**src/rtl/regfile_multiport.sv**
```systemverilog
// Multiport CPU register file: three read ports, two write ports and a
// dedicated program-counter register with read offset, optional same-cycle
// write-to-read bypass and optional registered reads.
module regfile_multiport #(
   parameter int unsigned         DATA_W    = 32,
   parameter int unsigned         ADDR_W    = 4,
   parameter int unsigned         PC_IDX    = 15,
   parameter logic [DATA_W-1:0]   PC_OFFSET = DATA_W'(8),
   parameter logic [DATA_W-1:0]   RESET_PC  = '0,
   parameter bit                  BYPASS    = 1'b1,
   parameter bit                  READ_REG  = 1'b0
) (
   input  logic              clk_in,
   input  logic              reset_in,
   input  logic [ADDR_W-1:0] addr_a_in,
   input  logic [ADDR_W-1:0] addr_b_in,
   input  logic [ADDR_W-1:0] addr_c_in,
   output logic [DATA_W-1:0] data_a_out,
   output logic [DATA_W-1:0] data_b_out,
   output logic [DATA_W-1:0] data_c_out,
   input  logic              we0_in,
   input  logic [ADDR_W-1:0] waddr0_in,
   input  logic [DATA_W-1:0] wdata0_in,
   input  logic              we1_in,
   input  logic [ADDR_W-1:0] waddr1_in,
   input  logic [DATA_W-1:0] wdata1_in,
   input  logic              pc_en_in,
   input  logic [DATA_W-1:0] pc_in,
   output logic [DATA_W-1:0] pc_out,
   output logic              wr_conflict_out
);

   localparam int unsigned       DEPTH   = 2 ** ADDR_W;
   localparam int unsigned       N_RD    = 3;
   localparam logic [ADDR_W-1:0] PC_ADDR = ADDR_W'(PC_IDX);

   logic [DATA_W-1:0] regs    [DEPTH];
   logic [ADDR_W-1:0] rd_addr [N_RD];
   logic [DATA_W-1:0] rd_sel  [N_RD];

   // Gather read addresses so all ports share one selection loop
   always_comb begin
      rd_addr[0] = addr_a_in;
      rd_addr[1] = addr_b_in;
      rd_addr[2] = addr_c_in;
   end

   // Per-port read value: optional bypass from this cycle's writes, then PC offset
   always_comb begin
      for (int p = 0; p < N_RD; p++) begin
         rd_sel[p] = regs[rd_addr[p]];
         if (BYPASS) begin
            if (we0_in && (waddr0_in == rd_addr[p])) begin
               rd_sel[p] = wdata0_in;
            end else if (we1_in && (waddr1_in == rd_addr[p])) begin
               rd_sel[p] = wdata1_in;
            end else if (pc_en_in && (rd_addr[p] == PC_ADDR)) begin
               rd_sel[p] = pc_in;
            end
         end
         if (rd_addr[p] == PC_ADDR) begin
            rd_sel[p] = rd_sel[p] + PC_OFFSET;
         end
      end
   end

   // Register array update: port 0 beats port 1 beats the fetch PC load
   always_ff @(posedge clk_in) begin
      if (reset_in) begin
         for (int i = 0; i < DEPTH; i++) begin
            regs[i] <= (ADDR_W'(i) == PC_ADDR) ? RESET_PC : '0;
         end
      end else begin
         for (int i = 0; i < DEPTH; i++) begin
            if (we0_in && (waddr0_in == ADDR_W'(i))) begin
               regs[i] <= wdata0_in;
            end else if (we1_in && (waddr1_in == ADDR_W'(i))) begin
               regs[i] <= wdata1_in;
            end else if (pc_en_in && (ADDR_W'(i) == PC_ADDR)) begin
               regs[i] <= pc_in;
            end
         end
      end
   end

   // One-cycle flag when both write ports hit the same register
   always_ff @(posedge clk_in) begin
      if (reset_in) begin
         wr_conflict_out <= 1'b0;
      end else begin
         wr_conflict_out <= we0_in && we1_in && (waddr0_in == waddr1_in);
      end
   end

   assign pc_out = regs[PC_ADDR];

   if (READ_REG) begin : g_rd_reg
      // Capture the bypass-selected read values; data appears one cycle later
      always_ff @(posedge clk_in) begin
         if (reset_in) begin
            data_a_out <= '0;
            data_b_out <= '0;
            data_c_out <= '0;
         end else begin
            data_a_out <= rd_sel[0];
            data_b_out <= rd_sel[1];
            data_c_out <= rd_sel[2];
         end
      end
   end else begin : g_rd_comb
      assign data_a_out = rd_sel[0];
      assign data_b_out = rd_sel[1];
      assign data_c_out = rd_sel[2];
   end

endmodule
```
**config.mk**
```make
export PLATFORM = sky130hd
export DESIGN_NAME = regfile_multiport
export DESIGN_NICKNAME = d
export VERILOG_FILES = /design/src/rtl/regfile_multiport.sv
export SDC_FILE = /design/constraint.sdc
export NUM_CORES = 1
export LEC_CHECK = 0
export ABC_CLOCK_PERIOD_IN_PS = 4930
export CAP_MARGIN = 20
export CORE_MARGIN = 1.5
export CORE_UTILIZATION = 35
export DETAILED_ROUTE_END_ITERATION = 16
export MAX_ROUTING_LAYER = met4
export PLACE_DENSITY_LB_ADDON = 0.15
export SLEW_MARGIN = 10
export SYNTH_ARGS = -nofsm -noshare
export SYNTH_HDL_FRONTEND = slang
export SYNTH_SLANG_ARGS = --single-unit
```
**constraint.sdc**
```tcl
create_clock -name clk_in -period 4.93 [get_ports clk_in]
set_clock_uncertainty 0.05 [all_clocks]
set_input_delay 0.7395 -clock clk_in [delete_from_list [all_inputs] [get_ports clk_in]]
set_output_delay 0.7395 -clock clk_in [all_outputs]
set_load 0.005 [all_outputs]
```
# Yosys cells after proc, flatten, opt, wreduce, memory -nomap -nowiden
# Memories as Yosys holds them, arrays and structs flattened.
# Cells that the tools add are included.
# W data, S select, Z words.
# op_classes
add_sub_neg,3
n_eq_ne,40
muxes,164
n_bitwise,33
n_reduce_logical,45
# ops
cell,n
$mux W32,45
$mux W1,119
$add A32 B4 Y32 const B,3
$eq A4 B4 Y1 const B,19
$logic_and A1 B1 Y1,43
$or A1 B1 Y1,33
$eq A4 B3 Y1 const B,8
$eq A4 B4 Y1,7
$eq A4 B2 Y1 const B,4
$eq A4 B1 Y1 const B,2
$logic_not A4 Y1,2
# word_totals
regBits,1
mem_bits_rw,512
wordCells,287
memories,1
# mem_list
memory,depth,width,read_ports,rd_ports_with_merged_regs,wr,line,text
regs,16,32,4,0,16,37,logic [DATA_W-1:0] regs [DEPTH];

# Longest topological paths before layout
# depth
word_depth,8
mapped_depth,17

# Least setup slack after synthesis
# OpenSTA, ideal clock, no wires.
# synth_timing
path_kind,input -> output
start,in waddr1_in[3]
end,out data_b_out[13]
t_arrival_ps,3759
slack_ps,382
stages,14
n_path_buf,4
path_cell_list,buf_2 -> xnor2_1 -> nand3_1 -> nor2_1 -> clkbuf_1 -> clkbuf_1 -> a21oi_1 -> a21oi_1 -> ha_1 -> nand2_1 -> or4_1 -> clkbuf_1 -> or3_1 -> xor2_1
# synth_between
elab_chain_len,6
# synth_lines
element,line,text
"start, declared",25,"input logic [ADDR_W-1:0] waddr1_in,"
$eq A4 B4 Y1 (*),55,end else if (we1_in && (waddr1_in == rd_addr[p])) begin
$logic_and A1 B1 Y1 (*),55,
$mux W32 (*),55,
$mux W32 (*),53,if (we0_in && (waddr0_in == rd_addr[p])) begin
$add A32 B4 Y32,62,rd_sel[p] = rd_sel[p] + PC_OFFSET;
$mux W32 (*),61,if (rd_addr[p] == PC_ADDR) begin
"end, declared",19,"output logic [DATA_W-1:0] data_b_out,"
# Every way passes the cells marked *; elsewhere a longest branch is shown, timed or not.

# Worst setup path after layout
# layout_timing
start,in addr_b_in[1]
end,out data_b_out[22]
# layout_between
elab_chain_len,7
elab_cells_between_ends,12
cone_classes,add/sub: 1; eq/ne: 3; mux: 4; reduce/logical: 3; memory: 1
# layout_lines
element,line,text
"start, declared",16,"input logic [ADDR_W-1:0] addr_b_in,"
"parallel branches: the longest is 6 deep, another holds $mem_v2 Z16 W32",-,
$mux W32 (*),61,
# Mark *: on every way between the ends.

==> run metrics <==
status=complete, but fails checks; failing checks=negative setup slack; minimum clock period=4940 ps; area of the multi-input gates=23800 um2; Comb pwr share=0.320; synth unique cells=86; I/O pin total=250; Mapped Cells=3467; die area=115000 um2; final core occ=0.485; Area growth syn-to-layout=37.6%; clk slew on worst S/H paths=60 ps; CTS Buf Count=66; final non-filler cell total=5810; top post-synthesis cells by area=edfxtp_1, mux4_2, a22o_1; post-DP HPWL=157000 um; CTS H-Tree Depth=3; sequential power share=0.364; crit-path max FO=8; pin count of the biggest net entering global routing=63; total grt overflow=0; Yosys reg bits=513; fin nets=4376; Clock power frac=0.316; Port Buf Inserts=249; layout filler cell count=10200; vias in the first global route=36900; sequential cell area=15400 um2; largest buffer count on any clock path=3; via density per instance=6.77; Die Ht=340 um; Hold-fix buffers, CTS=0; switch share=0.326; WP data arrival=4150 ps; GP Congestion=1.06; floorplan core area=112000 um2; Routed Antenna Nets=0; drc violations=0; initial antenna violation count=5; element type at the critical path start=primary input; worst hold path type=in -> reg; CP Capture Type=output port; P per Cell Area=276 nW/um2; fmax=202 MHz; Final setup viols=3; DR vias=39300; setup slack after layout=-10.7 ps; critical path class=in -> out; leading area contributor after synthesis=edfxtp_1; total of max-cap violations=0; Crit path required time=4140 ps; clock sinks=513; Slew HR=0.321; crit share post-route=1.00; count leader, synth=edfxtp_1; drt total wl=225000 um; Final TNS setup=-27.6 ps; Cell Area, Synth=39600 um2; syn nets=3591; Most used DFF post-synth=edfxtp_1; num rows=123; sw power=4.91 mW; CTS Root Cell=clkbuf_16; TritonCTS clock tree=yes; first-pass GRT wire length=304000 um; DR iter-0 viols=5925; Slew Viols, Final=0; Synth Area per Inst=11.4 um2; Seq/Total Area, Yosys=0.388; share of cells above drive strength 1=0.392; Internal=10.2 mW; share of the synthesized area in the top cell type=0.388; DRT Pass-1 Iters=7; VDD IR max=267 uV; ys async rst share=0; synth cell count leaders=edfxtp_1, mux4_2, nand2_1; placed cell count=5542; Worst Tran Pin Value=1020 ps; number of enable flip-flop cells after synthesis=512; Global Route Usage Sum=0.390; final hold vios=0; Initial Util=0.353; YS warnings=0; final hold slack=613 ps; Leakage=20.4 nW; RSZ-0062 raised after global routing=yes; drt wl/cell=38.7 um; Die X=340 um
-- worst max-delay path, stage by stage --
cell	delay, ps
clkbuf_16	160
buf_16	170
buf_4	140
buf_4	170
mux2i_1	140
o22ai_2	210
nor3_4	80
nor4_2	280
a222oi_1	120
buf_4	180
nor4_2	230
buf_4	170
buf_4	110
nand4_1	350
buf_6	290
buf_6	130
nor3b_4	190
xnor2_1	140
buf_2	140
-- flip-flops by register name (all words and copies together) (netlist names) --
name and flops:
regs 512, wr_conflict_out 1
-- worst paths after layout --
check               startpoint                   endpoint  slack [ps]  cells after the start
setup / recovery  addr_b_in[1]             data_b_out[22]         -10                     19
hold / removal        reset_in  regs[13][2]$_SDFFCE_PP0P_         610                      2
-- layer usage --
layer / vias to the layer above / global-route usage / share of wire
met5: - / - / 0
li1: 15400 / - / -
met3: 700 / 0.111 / 0.13
met1: 19900 / 0.508 / 0.38
met4: 0 / 0.196 / 0.060
met2: 3329 / 0.551 / 0.43
-- metrics by stage --
step	setup slack [ps]	cell area, um2	power (mW)
after floorplan	382	39600	7.48
after global placement	-1450	49200	9.87
after detailed placement	-1470	49200	9.87
after CTS	-67.7	53200	14.8
after global routing	-103	54500	15.4
final	-10.7	54500	15.1
-- cell type report --
| class | instances | share of cell area |
|---|---|---|
| clock inverter | 32 | 0.00491 |
| timing repair buffer | 1171 | 0.209 |
| multi-input combinational | 2486 | 0.436 |
| sequential | 513 | 0.282 |
| clock buffer | 83 | 0.0318 |
| tap | 1500 | 0.0344 |
| inverter | 14 | 0.00101 |
| antenna | 11 | 0.000505 |
-- power groups by stage --
stage	Sequential, mW	Clock [mW]	Combinational, mW
final	5.48	4.77	4.82
after global routing	5.51	4.92	4.93
after CTS	5.46	4.77	4.54
after detailed placement	5.55	0	4.32
after global placement	5.54	0	4.33
after floorplan	5.45	0	2.03
-- cells by family (layout without fill, tap and decap cells) --
family	count (synthesis)	after routing	synth area share
compound gates	893	893	0.163
xor+xnor	111	111	0.0247
fa+ha+maj	3	3	0.000947
buf+inv	468	1300	0.0577
flops	513	513	0.388
mux	556	556	0.252
other cells	0	11	0
simple gates	923	923	0.114
-- cells in the final DEF (no fill, tap or decap), types with 17 or more instances in the layout --
cell             netlist  routed
clkbuf_16              0      70
nor2b_1               29      26
nand2_1              339     323
edfxtp_1             512     512
a22oi_1               71      65
and2_1                17      17
a211oi_1              53      45
o21ai_0              147     132
a21oi_1              118     113
dlymetal6s2s_1         0      32
and3_1                30      26
xnor2_2                1      20
nor2_1               182     168
buf_4                 51     745
o22ai_1               61      53
xnor2_1               78      57
nor4_2                 4      18
nor3_2                 3      43
buf_6                 20      51
mux2i_1              189     181
nand2b_1              46      46
clkdlybuf4s50_1        0     171
nor3_1                74      29
dlygate4sd2_1          0      17
a22o_1               309     309
xor2_1                32      26
buf_12                 3     113
nand4_1               25      25
nand3_1               62      57
mux4_2               345     345
-- what timing repair did --
item	CTS	global route
setup buffers	87	54
endpoints found under the setup margin	81	63
pin swaps	74	78
gates cloned	7	1
resized for setup	287	203
No activity file was read; power rests on OpenSTA's default activity.
